[config.mk]
export PLATFORM = sky130hd
export DESIGN_NAME = multi_cycle_ctrl
export DESIGN_NICKNAME = d
export VERILOG_FILES = /design/src/rtl/cpu_ctrl_pkg.sv /design/src/rtl/op_ctrl_decode.sv /design/src/rtl/multi_cycle_ctrl.sv
export SDC_FILE = /design/constraint.sdc
export NUM_CORES = 1
export LEC_CHECK = 0
export ABC_AREA = 1
export CORE_MARGIN = 2
export CORE_UTILIZATION = 54
export CTS_CLUSTER_DIAMETER = 40
export DETAILED_ROUTE_END_ITERATION = 8
export MAX_ROUTING_LAYER = met4
export PLACE_DENSITY = 0.9
export SLEW_MARGIN = 25
export SYNTH_ARGS = -nofsm -noshare
export SYNTH_HDL_FRONTEND = slang
export SYNTH_SLANG_ARGS = --single-unit
[constraint.sdc]
create_clock -name clk_i -period 3.65 [get_ports clk_i]
set_input_delay 0.365 -clock clk_i [delete_from_list [all_inputs] [get_ports clk_i]]
set_output_delay 0.365 -clock clk_i [all_outputs]
set_load 0.02 [all_outputs]
[src/rtl/cpu_ctrl_pkg.sv]
// Shared encodings for the multi-cycle controller: FSM states, opcodes,
// ALU operation classes and branch condition codes.
package cpu_ctrl_pkg;

  typedef enum logic [2:0] {
    S_IF  = 3'd0,
    S_ID  = 3'd1,
    S_EX  = 3'd2,
    S_MEM = 3'd3,
    S_WB  = 3'd4,
    S_ERR = 3'd5
  } ctrl_state_e;

  localparam logic [5:0] OP_RTYPE = 6'd0;
  localparam logic [5:0] OP_J     = 6'd2;
  localparam logic [5:0] OP_BEQ   = 6'd4;
  localparam logic [5:0] OP_BNE   = 6'd5;
  localparam logic [5:0] OP_BLEZ  = 6'd6;
  localparam logic [5:0] OP_BGTZ  = 6'd7;
  localparam logic [5:0] OP_ADDI  = 6'd8;
  localparam logic [5:0] OP_SLTIU = 6'd11;
  localparam logic [5:0] OP_ORI   = 6'd13;
  localparam logic [5:0] OP_LUI   = 6'd15;
  localparam logic [5:0] OP_LW    = 6'd35;
  localparam logic [5:0] OP_SW    = 6'd43;

  localparam logic [2:0] ALU_R     = 3'b000;
  localparam logic [2:0] ALU_ADDI  = 3'b001;
  localparam logic [2:0] ALU_SLTIU = 3'b010;
  localparam logic [2:0] ALU_LUI   = 3'b011;
  localparam logic [2:0] ALU_MEM   = 3'b101;
  localparam logic [2:0] ALU_BR    = 3'b110;
  localparam logic [2:0] ALU_ORI   = 3'b111;

  localparam logic [1:0] BR_EQ  = 2'd0;
  localparam logic [1:0] BR_NE  = 2'd1;
  localparam logic [1:0] BR_LEZ = 2'd2;
  localparam logic [1:0] BR_GTZ = 2'd3;

  localparam int WAIT_CNT_W = 8;

endpackage

[src/rtl/op_ctrl_decode.sv]
// Opcode to control-class decode; purely combinational, no state, no backpressure.
// The FSM decides in which state each of these takes effect.
module op_ctrl_decode
  import cpu_ctrl_pkg::*;
(
  input  logic [5:0] op,
  output logic       legal,
  output logic       is_rtype,
  output logic       is_jump,
  output logic       is_branch,
  output logic       is_load,
  output logic       is_store,
  output logic       alu_src,
  output logic [2:0] alu_op,
  output logic [1:0] branch_type
);

  always_comb begin
    legal       = 1'b1;
    is_rtype    = 1'b0;
    is_jump     = 1'b0;
    is_branch   = 1'b0;
    is_load     = 1'b0;
    is_store    = 1'b0;
    alu_src     = 1'b0;
    alu_op      = ALU_R;
    branch_type = BR_EQ;
    case (op)
      OP_RTYPE: is_rtype = 1'b1;
      OP_J:     is_jump  = 1'b1;
      OP_BEQ:   begin is_branch = 1'b1; alu_op = ALU_BR; branch_type = BR_EQ;  end
      OP_BNE:   begin is_branch = 1'b1; alu_op = ALU_BR; branch_type = BR_NE;  end
      OP_BLEZ:  begin is_branch = 1'b1; alu_op = ALU_BR; branch_type = BR_LEZ; end
      OP_BGTZ:  begin is_branch = 1'b1; alu_op = ALU_BR; branch_type = BR_GTZ; end
      OP_ADDI:  begin alu_src = 1'b1; alu_op = ALU_ADDI;  end
      OP_SLTIU: begin alu_src = 1'b1; alu_op = ALU_SLTIU; end
      OP_ORI:   begin alu_src = 1'b1; alu_op = ALU_ORI;   end
      OP_LUI:   begin alu_src = 1'b1; alu_op = ALU_LUI;   end
      OP_LW:    begin is_load  = 1'b1; alu_src = 1'b1; alu_op = ALU_MEM; end
      OP_SW:    begin is_store = 1'b1; alu_src = 1'b1; alu_op = ALU_MEM; end
      default:  legal = 1'b0;
    endcase
  end

endmodule

[src/rtl/multi_cycle_ctrl.sv]
// Multi-cycle CPU control FSM (IF/ID/EX/MEM/WB/ERR); j 2, branch 3, sw/ALU 4, lw 5 cycles
// at zero wait; IF/MEM stall on mem_ready_i and time out to ERR after WAIT_MAX cycles.
module multi_cycle_ctrl
  import cpu_ctrl_pkg::*;
#(
  parameter int ALU_OP_W = 3,
  parameter int WAIT_MAX = 15
) (
  input  logic                clk_i,
  input  logic                rst_i,
  input  logic [5:0]          instr_op_i,
  input  logic                mem_ready_i,
  output logic                ir_write_o,
  output logic                pc_write_o,
  output logic                RegWrite_o,
  output logic                RegDst_o,
  output logic                ALUSrc_o,
  output logic                Branch_o,
  output logic                jump_o,
  output logic [ALU_OP_W-1:0] ALU_op_o,
  output logic [1:0]          branch_type_o,
  output logic                mem_read_o,
  output logic                mem_write_o,
  output logic                mem_to_reg_o,
  output logic [2:0]          state_o,
  output logic                illegal_o,
  output logic                timeout_o
);

  // The counter holds the number of stalled cycles already spent, so the
  // WAIT_MAX-th stalled cycle is the one that sees WAIT_LAST.
  localparam logic [WAIT_CNT_W-1:0] WAIT_LAST = WAIT_CNT_W'(WAIT_MAX - 1);
  localparam logic [WAIT_CNT_W-1:0] CNT_ONE   = WAIT_CNT_W'(1);

  ctrl_state_e           state_q, state_d;
  logic [5:0]            op_q;
  logic [5:0]            op_sel;
  logic [WAIT_CNT_W-1:0] wait_cnt;
  logic                  wait_hit;
  logic                  illegal_q, timeout_q;
  logic                  set_illegal, set_timeout;

  logic       dec_legal, dec_rtype, dec_jump, dec_branch, dec_load, dec_store, dec_alu_src;
  logic [2:0] dec_alu_op;
  logic [1:0] dec_branch_type;

  // ID decodes the live opcode because op_q only captures it at the end of ID.
  assign op_sel   = (state_q == S_ID) ? instr_op_i : op_q;
  assign wait_hit = (wait_cnt == WAIT_LAST);

  op_ctrl_decode u_decode (
    .op          (op_sel),
    .legal       (dec_legal),
    .is_rtype    (dec_rtype),
    .is_jump     (dec_jump),
    .is_branch   (dec_branch),
    .is_load     (dec_load),
    .is_store    (dec_store),
    .alu_src     (dec_alu_src),
    .alu_op      (dec_alu_op),
    .branch_type (dec_branch_type)
  );

  always_ff @(posedge clk_i) begin
    if (rst_i) begin
      state_q   <= S_IF;
      op_q      <= '0;
      wait_cnt  <= '0;
      illegal_q <= 1'b0;
      timeout_q <= 1'b0;
    end else begin
      state_q <= state_d;
      if (state_q == S_ID) op_q <= instr_op_i;
      if (state_d != state_q)
        wait_cnt <= '0;
      else if ((state_q == S_IF || state_q == S_MEM) && !mem_ready_i)
        wait_cnt <= wait_cnt + CNT_ONE;
      if (set_illegal) illegal_q <= 1'b1;
      if (set_timeout) timeout_q <= 1'b1;
    end
  end

  always_comb begin
    state_d       = state_q;
    set_illegal   = 1'b0;
    set_timeout   = 1'b0;
    ir_write_o    = 1'b0;
    pc_write_o    = 1'b0;
    RegWrite_o    = 1'b0;
    RegDst_o      = 1'b0;
    ALUSrc_o      = 1'b0;
    Branch_o      = 1'b0;
    jump_o        = 1'b0;
    ALU_op_o      = '0;
    branch_type_o = 2'd0;
    mem_read_o    = 1'b0;
    mem_write_o   = 1'b0;
    mem_to_reg_o  = 1'b0;
    state_o       = state_q;
    illegal_o     = illegal_q;
    timeout_o     = timeout_q;

    case (state_q)
      S_IF: begin
        mem_read_o = 1'b1;
        if (mem_ready_i) begin
          ir_write_o = 1'b1;
          pc_write_o = 1'b1;
          state_d    = S_ID;
        end else if (wait_hit) begin
          set_timeout = 1'b1;
          state_d     = S_ERR;
        end
      end
      S_ID: begin
        if (!dec_legal) begin
          set_illegal = 1'b1;
          state_d     = S_ERR;
        end else if (dec_jump) begin
          jump_o     = 1'b1;
          pc_write_o = 1'b1;
          state_d    = S_IF;
        end else begin
          state_d = S_EX;
        end
      end
      S_EX: begin
        ALU_op_o = ALU_OP_W'(dec_alu_op);
        ALUSrc_o = dec_alu_src;
        if (dec_branch) begin
          Branch_o      = 1'b1;
          branch_type_o = dec_branch_type;
          state_d       = S_IF;
        end else if (dec_load || dec_store) begin
          state_d = S_MEM;
        end else begin
          state_d = S_WB;
        end
      end
      S_MEM: begin
        mem_read_o  = dec_load;
        mem_write_o = dec_store;
        if (mem_ready_i) begin
          state_d = dec_load ? S_WB : S_IF;
        end else if (wait_hit) begin
          set_timeout = 1'b1;
          state_d     = S_ERR;
        end
      end
      S_WB: begin
        RegWrite_o   = 1'b1;
        RegDst_o     = dec_rtype;
        mem_to_reg_o = dec_load;
        state_d      = S_IF;
      end
      S_ERR:   state_d = S_ERR;
      default: state_d = S_ERR;
    endcase

    // Reset silences every strobe combinationally so an aborted store never
    // sees a final write cycle.
    if (rst_i) begin
      ir_write_o    = 1'b0;
      pc_write_o    = 1'b0;
      RegWrite_o    = 1'b0;
      RegDst_o      = 1'b0;
      ALUSrc_o      = 1'b0;
      Branch_o      = 1'b0;
      jump_o        = 1'b0;
      ALU_op_o      = '0;
      branch_type_o = 2'd0;
      mem_read_o    = 1'b0;
      mem_write_o   = 1'b0;
      mem_to_reg_o  = 1'b0;
      state_o       = 3'd0;
      illegal_o     = 1'b0;
      timeout_o     = 1'b0;
    end
  end

endmodule
==> reports/metrics.cfg <==
[logic_synthesis]
synth-edff-count=0
yosysMostFrequentCell=nor2_1
netlist_instances=207
avgSynthCellArea_um2=6.486
ys_ff_latch=19
synth_top_area_share_pct=28.33
synthTopCellsByCount=38 x nor2_1, 33 x nand2_1, 30 x inv_1, 19 x dfxtp_1, 13 x nand3_1
synthFlopType=dfxtp_1
synthArstFlopShare_pct=0
ys_warn_count=0
synth_nets=218
netlist_top_cells_area=dfxtp_1 28%, nor2_1 11%, nand2_1 9.2%, inv_1 8.4%, nand3_1 4.8%
yosysTopAreaCell=dfxtp_1
ys_types=31
ys_seq_area_share_pct=28.33
syn_area_mm2=0.001343

[clocking]
cts.clk_slew.worst_paths_ns=0.10
root_buffer=clkbuf_4
ctsHtreeMaxLevel=1
clkLatencyLatePin_ns=0.30
cts_buffers=3
cts_tree=yes
post_cts_buffers=0
numClockSinks=19
hold_buffers=0
cts_buffer_depth=2
ctsResizeCount=0

[layout]
seq_area_um2=380.4
syn_to_final_growth_pct=24.23
nets=248
post_route_cells_drive_above_1_share_pct=12.29
diodes=0
n_fill_cell=212
multi_input_area_um2=815.8

[setup_path]
crit_path_end_kind=primary output
r2r-start=state_q[1]
cp_max_fo=13
cp.arrival_ns=2.72
crit_type=reg2out
regToRegSetupSlack_ns=1.20
reg2reg_to=wait_cnt[3]
critPathRequiredTime_ns=3.28
cpPeakStageDelay_ns=0.63
cp_slowest_cell=clkdlybuf4s50_1
cpMostUsedCell=nand2_1
cp-start-kind=register
path_cells=inv_2, nand3_4, nand2_1, o21ai_1, nor2_2, nand3_1, nand2_1, nor3_1, a211oi_1, clkdlybuf4s50_1
reg2reg_depth=13

[placement]
hpwlAfterDp_um=2456
numPortBuffers=28
place_congestion=0.9665

[timing]
fin_crit_sh_pct=84.59
tns_ns=0
hold_violations=0
tightest_slew_ns=0.3987
period_minus_slack_ns=3.087
final-setup-viol-count=0
max-slew-margin-rel_pct=73.24
whs_ns=0.4647
final_max_slew_viol_count=0
finClkSkew_ns=0.007892
timing.fmax_mhz=323.9
rsz0062_at_grt=false

[drt]
wl_per_cell_um=11.37
wirelength_um=3024
drc=0
num_vias=1377
final_antenna_net_count=0
vias_per_cell=5.177
drt-pass1-iter-count=4
drt_iter0_drc=42

[run_status]
status=finished clean

[power]
power.net_switching_mw=0.5810
seqPwrFrac_pct=26.7
peakVddDrop_v=0.0004820
swShare_pct=51.48
power.static_leakage_nw=0.7090
combPwrFrac_pct=63.8
intPower_mw=0.5475
powerDensity_mw_per_mm2=676.7
p_clk_share_pct=9.5

[grt]
antenna_found_initial=0
grtUsageTotal_pct=23.82
grt_max_degree=14
grt_overflow=0
grt_pass1_vias=1126
grt_pass1_wl_um=4919

[min_path]
worstHoldPathCells=2
min_from=illegal_q
hp-class=reg2reg
hold_path_end=illegal_q

[die]
core_mm2=0.002410
die_w_um=53.86
die_h_um=53.86
ios=29
dieArea_mm2=0.002901
initial_core_util_pct=55.71
row_count=18

[job]
drv_cap=0

final cells by class:
| type | instances | share of cell area (%) |
|---|---|---|
| timing repair buffer | 29 | 17.25 |
| inverter | 32 | 7.202 |
| sequential | 19 | 22.81 |
| clock buffer | 4 | 1.575 |
| tap | 30 | 2.251 |
| multi-input combinational | 152 | 48.91 |
metal layers:
metal	share of wire [%]	vias to the layer above	track usage [%]
met5	0	-	-
met4	1.1	0	9.402
met3	5.2	4	3.056
met2	46	50	35.57
met1	48	600	32.43
li1	-	723	-
power groups by stage:
stage / sequential (mW) / combinational (mW) / clock [mW]
floorplan: 0.289 / 0.580 / 0
global placement: 0.302 / 0.707 / 0
detailed placement: 0.305 / 0.717 / 0
CTS: 0.300 / 0.718 / 0.111
global route: 0.308 / 0.814 / 0.118
finish: 0.301 / 0.720 / 0.107
stage by stage:
step | instance area (um^2) | setup slack [ns] | instances | power [mW] | utilization (%)
detailed placement | 1642 | 0.8378 | 262 | 1.022 | 68.12
floorplan | 1343 | 1.210 | 207 | 0.8696 | -
finish | 1668 | 0.5626 | 266 | 1.129 | 69.21
CTS | 1668 | 0.5714 | 266 | 1.129 | 69.21
global route | 1668 | 0.3091 | 266 | 1.240 | 69.21
global placement | 1642 | 0.8791 | 262 | 1.009 | 68.12
cell usage in the layout (no fill, tap or decap), types with 3 or more instances in the layout:
cell type and n:
a21oi_1 7, clkbuf_4 3, clkdlybuf4s50_1 28, dfxtp_1 19, inv_1 30, nand2_1 33, nand2_2 9, nand3_1 13
nand3_2 4, nand4_1 3, nor2_1 38, nor2_2 4, nor3_1 9, o21ai_0 4, xor2_1 7
sequential cells by signal, indices dropped and copies added, names as in the netlist:
name	flops
op_q	6
illegal_q	1
timeout_q	1
wait_cnt	8
state_q	3
kinds of logic after synthesis:
| group | share of synthesized area, % |
|---|---|
| buffers and inverters | 10.90 |
| XOR/XNOR | 4.567 |
| AND/OR/NAND/NOR | 43.52 |
| flip-flops | 28.33 |
| AO/OA/AOI/OAI | 10.81 |
| adder cells (fa/ha/maj) | 1.864 |
worst max-delay path by stage:
stage,start,endpoint,cells past startpoint
5_1_grt,state_q[0],ALUSrc_o,9
2_1_floorplan,state_q[1],branch_type_o[0],10
6_report,state_q[1],ALUSrc_o,10
4_1_cts,state_q[1],ALUSrc_o,10
3_3_place_gp,instr_op_i[0],ALUSrc_o,9
3_5_place_dp,instr_op_i[0],ALUSrc_o,9
worst max-delay path, delay by kind of cell (launching register included):
| kind | cells | cell delay, ns |
|---|---|---|
| buffers and inverters | 2 | 0.79 |
| DFF | 1 | 0.41 |
| and+or+nand+nor | 6 | 0.87 |
| AOI/OAI and AO/OA | 2 | 0.35 |
Power figures use the tool's default switching activity.
==> edit 1, RTL diff (same flow settings) <==
Change the parameter `ALU_OP_W` from 3 to 4.
--- a/src/rtl/multi_cycle_ctrl.sv
+++ b/src/rtl/multi_cycle_ctrl.sv
@@ -3,7 +3,7 @@
 module multi_cycle_ctrl
   import cpu_ctrl_pkg::*;
 #(
-  parameter int ALU_OP_W = 3,
+  parameter int ALU_OP_W = 4,
   parameter int WAIT_MAX = 15
 ) (
   input  logic                clk_i,
Interface: changed (resized ALU_op_o); port bits go from 29 to 30. No check against the original RTL was run, so the function may have changed too.
==> edit 1 against the original RTL <==
Sequential cell count stayed put. Fmax is 0.36% lower. Critical path type unchanged. Worst hold slack better by 0.0019 ns. Final area is 0.22% higher. Largest cell class unchanged. Wire length is 1.2% lower. Sequential share of layout area is 0.051 points lower. Via count is 1.4% higher. Largest power group unchanged. Synthesized area is 0.84% higher. Setup slack worse by 0.011 ns. Total power is 0.23% lower.
==> edit 1: results (changes against the original RTL) <==
[run_status]
status = completed

[clock_network]
postCtsResizedCells = 0  ; unchanged
clk_transition_reported_paths_ns = 0.10  ; about the same
clockRootBuffer = sky130_fd_sc_hd__clkbuf_4
cts-buffers-inserted = 3  ; unchanged

[synth]
synth_cell_types = 32  ; +3.2%
synth_fp_nets = 220  ; +0.92%
synthDominantAreaCellType = sky130_fd_sc_hd__dfxtp_1
number_of_synthesized_flops_with_an_enable_pin = 0  ; unchanged
synthTopCellsByArea = sky130_fd_sc_hd__dfxtp_1 (28%), sky130_fd_sc_hd__nor2_1 (11%), sky130_fd_sc_hd__nand2_1 (9.1%)
ys_top_cells_by_count = sky130_fd_sc_hd__nor2_1 (38), sky130_fd_sc_hd__nand2_1 (33), sky130_fd_sc_hd__inv_1 (30)
synth_top_area_share_pct = 28.10  ; -0.24 points
ys_seq_area_share_pct = 28.10  ; -0.24 points

[global_route]
grt_first_pass_wirelength_um = 4671  ; -5.0%
track_usage_pct = 22.41  ; -1.4 points
grt_start_max_net_pins = 18  ; +4
vias_in_the_first_global_route = 1112  ; -1.2%
number_of_antenna_violations_at_the_first_check_in_global_routing = 0  ; unchanged

[sta]
fin_worst_skew_ns = 0.005148  ; -0.002744 ns
report.final.hold_viol_count = 0  ; unchanged
finalSetupViolations = 0  ; unchanged

[layout]
post_route_cells_drive_above_1_share_pct = 12.24  ; -0.052 points
design.final.nets = 249  ; +0.40%

[routing]
routed-via-count = 1396  ; +1.4%
routedWlPerCell_um = 11.19  ; -1.6%
drtPass1Iterations = 4  ; unchanged
detailedRoute.firstIterationViolations = 39  ; -7.1%

[placement]
place_hpwl_um = 2387  ; -2.8%
postPlaceCellArea_mm2 = 0.001645  ; +0.23%
finalWeightedCongestion = 0.9536  ; -1.3%
portBuffers = 28  ; unchanged

[power]
vdd_ir_drop_max_uv = 484.0  ; +0.42%
static-leakage-power_uw = 0.0007122  ; +0.46%

[min_path]
worstHoldPathType = reg2reg
min-delay-start = illegal_q

[critical_path]
regToRegStartpoint = state_q[2]
slowest_stage_cell_on_the_critical_path = sky130_fd_sc_hd__clkdlybuf4s50_1
cp.arrival_ns = 2.73  ; about the same
worstPathMaxFanout = 8  ; -5
criticalPathCategory = reg2out

## edit 1: cell types whose count changed after synthesis, sizes merged
cell	delta
buf	+1
conb	+1
## edit 1: layer usage
metal,part of all wire [%],track usage (%),wire length [um]
met5,0,-,0
met4,0.70,6.667,21
met3,6.3,2.778,187
met2,44,34.76,1329
met1,49,30.42,1450
## edit 1: area by class of cell
| cell class | count | area (um^2) |
|---|---|---|
| Clock buffer | 4 | 26.28 |
| Fill cell | 220 | 760.7 |
| Inverter | 32 | 120.1 |
| Multi-Input combinational cell | 153 | 819.5 |
| Sequential cell | 19 | 380.4 |
| Tap cell | 30 | 37.54 |
| Timing Repair Buffer | 29 | 287.8 |
## edit 1: kinds of logic after synthesis
family | Yosys count | synth area share, %
other cells | 1 | 0.2770
fa+ha+maj | 2 | 1.848
buf+inv | 37 | 11.37
compound gates | 24 | 10.72
xor+xnor | 7 | 4.529
flops | 19 | 28.10
simple gates | 119 | 43.16
## edit 1: final timing paths
check / end / slack (ns) / cells past startpoint
worst min register to register: illegal_q / 0.47 / 2
worst max-delay path: ALUSrc_o / 0.55 / 11
worst max register to register: wait_cnt[5] / 1.21 / 13
worst min-delay path: illegal_q / 0.47 / 2
## edit 1: stage by stage
stage | setup WS [ns] | std cells | utilization [%]
detailed placement | 0.8448 | 263 | 67.64
global placement | 0.8987 | 263 | 67.64
global route | 0.3145 | 267 | 68.72
floorplan | 1.210 | 209 | -
finish | 0.5515 | 267 | 68.72
CTS | 0.5887 | 267 | 68.72
## edit 1: where the power goes
group,leakage (uW),total [uW],internal (uW),switching [uW]
clock,0.0000150,103,42.5,60.7
combinational,0.000543,722,247,475
sequential,0.000155,301,258,43.0
## edit 1: worst reg2reg max path, cell delays in order (launching register included)
cell and delay (ns):
sky130_fd_sc_hd__dfxtp_1 0.38, sky130_fd_sc_hd__inv_2 0.17, sky130_fd_sc_hd__nand3_4 0.18, sky130_fd_sc_hd__o21ai_1 0.39
sky130_fd_sc_hd__nor2_2 0.14, sky130_fd_sc_hd__nand3_1 0.14, sky130_fd_sc_hd__nand2_1 0.09, sky130_fd_sc_hd__nor2_2 0.14
sky130_fd_sc_hd__nand3_2 0.17, sky130_fd_sc_hd__nand3_1 0.11, sky130_fd_sc_hd__nand2_1 0.05, sky130_fd_sc_hd__nor2_1 0.12
sky130_fd_sc_hd__nand3_2 0.17, sky130_fd_sc_hd__nor2_1 0.13
==> edit 2, RTL diff (config.mk and constraints unchanged) <==
Without the edit above. Put a register stage on the output `timeout_o`, without a reset. The value now appears one clock later. The other outputs are not delayed to match.
--- a/src/rtl/multi_cycle_ctrl.sv
+++ b/src/rtl/multi_cycle_ctrl.sv
@@ -31,6 +31,8 @@
   // WAIT_MAX-th stalled cycle is the one that sees WAIT_LAST.
   localparam logic [WAIT_CNT_W-1:0] WAIT_LAST = WAIT_CNT_W'(WAIT_MAX - 1);
   localparam logic [WAIT_CNT_W-1:0] CNT_ONE   = WAIT_CNT_W'(1);
+
+  logic timeout_d;
 
   ctrl_state_e           state_q, state_d;
   logic [5:0]            op_q;
@@ -98,7 +100,7 @@
     mem_to_reg_o  = 1'b0;
     state_o       = state_q;
     illegal_o     = illegal_q;
-    timeout_o     = timeout_q;
+    timeout_d     = timeout_q;
 
     case (state_q)
       S_IF: begin
@@ -174,8 +176,12 @@
       mem_to_reg_o  = 1'b0;
       state_o       = 3'd0;
       illegal_o     = 1'b0;
-      timeout_o     = 1'b0;
+      timeout_d     = 1'b0;
     end
   end
 
+  always_ff @(posedge clk_i) begin
+    timeout_o <= timeout_d;
+  end
+
 endmodule
Formal check against the unedited RTL: no difference found for any inputs over 10 cycles, from zero or initial values and one cycle with rst_i high; that may be too few to reach the edited logic, so the function may still have changed.
==> edit 2 against the original RTL <==
Global-route usage rose by 0.86 points. Final area is 8.6% higher. Synthesized area grew 8.2%. Sequential cell count grew 1. Highest routed layer unchanged. Wire length up 24%. Setup slack lost 0.13 ns. Clock power increased by 79%. Core utilization increased by 2.6 points. Total power increased by 40%.
==> edit 2: results (changes against the original RTL) <==
[global_route]
grt_start_max_net_pins = 15  ; +1
vias_in_the_first_global_route = 1337  ; +19%
grt_first_pass_wirelength_um = 5878  ; +19%
track_usage_pct = 24.68  ; +0.86 points

[critical_path]
ff2ff_setup_slack_ns = 1.27  ; +0.07 ns
worstPathMaxFanout = 11  ; -2
cp.arrival_ns = 2.85  ; +0.13 ns

[clock_network]
clk_latency_ns = 0.33  ; +0.03 ns
clockRootBuffer = sky130_fd_sc_hd__clkbuf_4
post_cts_buffers = 0  ; unchanged
clk_transition_reported_paths_ns = 0.12  ; +0.02 ns

[synth]
ys_top_cells_by_count = sky130_fd_sc_hd__nand2_1 (37), sky130_fd_sc_hd__inv_1 (31), sky130_fd_sc_hd__nor2_1 (28)
synthTopCellsByArea = sky130_fd_sc_hd__dfxtp_1 (28%), sky130_fd_sc_hd__nand2_1 (9.6%), sky130_fd_sc_hd__inv_1 (8.0%)
synth_fp_nets = 223  ; +2.3%
ys_seq_area_share_pct = 27.56  ; -0.77 points

[placement]
place_hpwl_um = 2752  ; +12%
finalWeightedCongestion = 0.9396  ; -2.8%

[routing]
detailedRoute.firstIterationViolations = 86  ; +100%
routedWlPerCell_um = 13.76  ; +21%
viasPerCell = 5.529  ; +6.8%

[sta]
max_slew_margin_pct = 73.25  ; about the same
fin_worst_skew_ns = 0.003084  ; -0.004807 ns

[run_status]
status = completed

[layout]
design.final.nets = 254  ; +2.4%
fillers = 207  ; -2.4%
post_route_cells_drive_above_1_share_pct = 19.42  ; +7.1 points

[power]
static-leakage-power_uw = 0.0007551  ; +6.5%
vdd_ir_drop_max_uv = 750.5  ; +56%

edit 2: cell count changes after synthesis, sizes merged, moves of 2 or more:
cell and change:
buf -2, nor2 -7, a21boi -2, nand3 +2
o21ai -3, nor3 +6, nand2 +9, inv +2
edit 2: area by class of cell:
type | count | area, um^2 | area share, %
clock inverter | 1 | 30.03 | 1.657
multi-input combinational | 155 | 903.4 | 49.86
clock buffer | 3 | 22.52 | 1.243
inverter | 34 | 130.1 | 7.182
timing repair buffer | 29 | 287.8 | 15.88
sequential | 20 | 400.4 | 22.10
tap | 30 | 37.54 | 2.072
edit 2: worst max-delay path, delay by kind of cell (launching register included):
family,cells,cell delay [ns]
DFF,1,0.52
and+or+nand+nor,9,0.98
buffers and inverters,3,0.82
AOI/OAI and AO/OA,1,0.20
edit 2: final timing paths:
kind | startpoint | endpoint | cells past startpoint
worst max-delay path | state_q[1] | ALUSrc_o | 13
worst min-delay path | timeout_q | timeout_o | 2
worst max register to register | state_q[1] | wait_cnt[0] | 13
worst min register to register | timeout_q | timeout_o | 2
edit 2: per-layer routing:
layer	wire length [um]	up-vias	share of wire (%)	GRT usage, %
li1	-	736	-	-
met1	1593	701	43	32.19
met2	1764	60	47	37.59
met3	313	7	8.4	4.884
met4	71	0	1.9	9.864
met5	0	-	0	-
edit 2: metrics by stage:
step,hold slack (ns),utilization (%),instances,area [um^2],worst slack (ns)
final,0.4607,71.83,272,1812,0.4346
after global routing,0.4869,71.83,272,1812,0.2773
after CTS,0.4558,71.83,272,1812,0.4571
after detailed placement,0.4408,69.74,268,1759,0.8563
after global placement,0.4243,69.74,268,1759,0.8530
after floorplan,0.4101,-,212,1453,1.226
edit 2: power breakdown:
group	leakage, uW	switching, uW	internal, uW
clock	0.0000279	79.7	111
sequential	0.000163	57.5	273
combinational	0.000565	743	318
total	0.000755	881	702
edit 2: cell families (layout without fill, tap and decap cells):
logic type / after synthesis / count (layout) / share of synthesized area (%)
simple gates: 129 / 129 / 49.44
buf+inv: 37 / 67 / 10.25
flops: 20 / 20 / 27.56
compound gates: 17 / 17 / 6.804
xor+xnor: 7 / 7 / 4.221
fa+ha+maj: 2 / 2 / 1.722
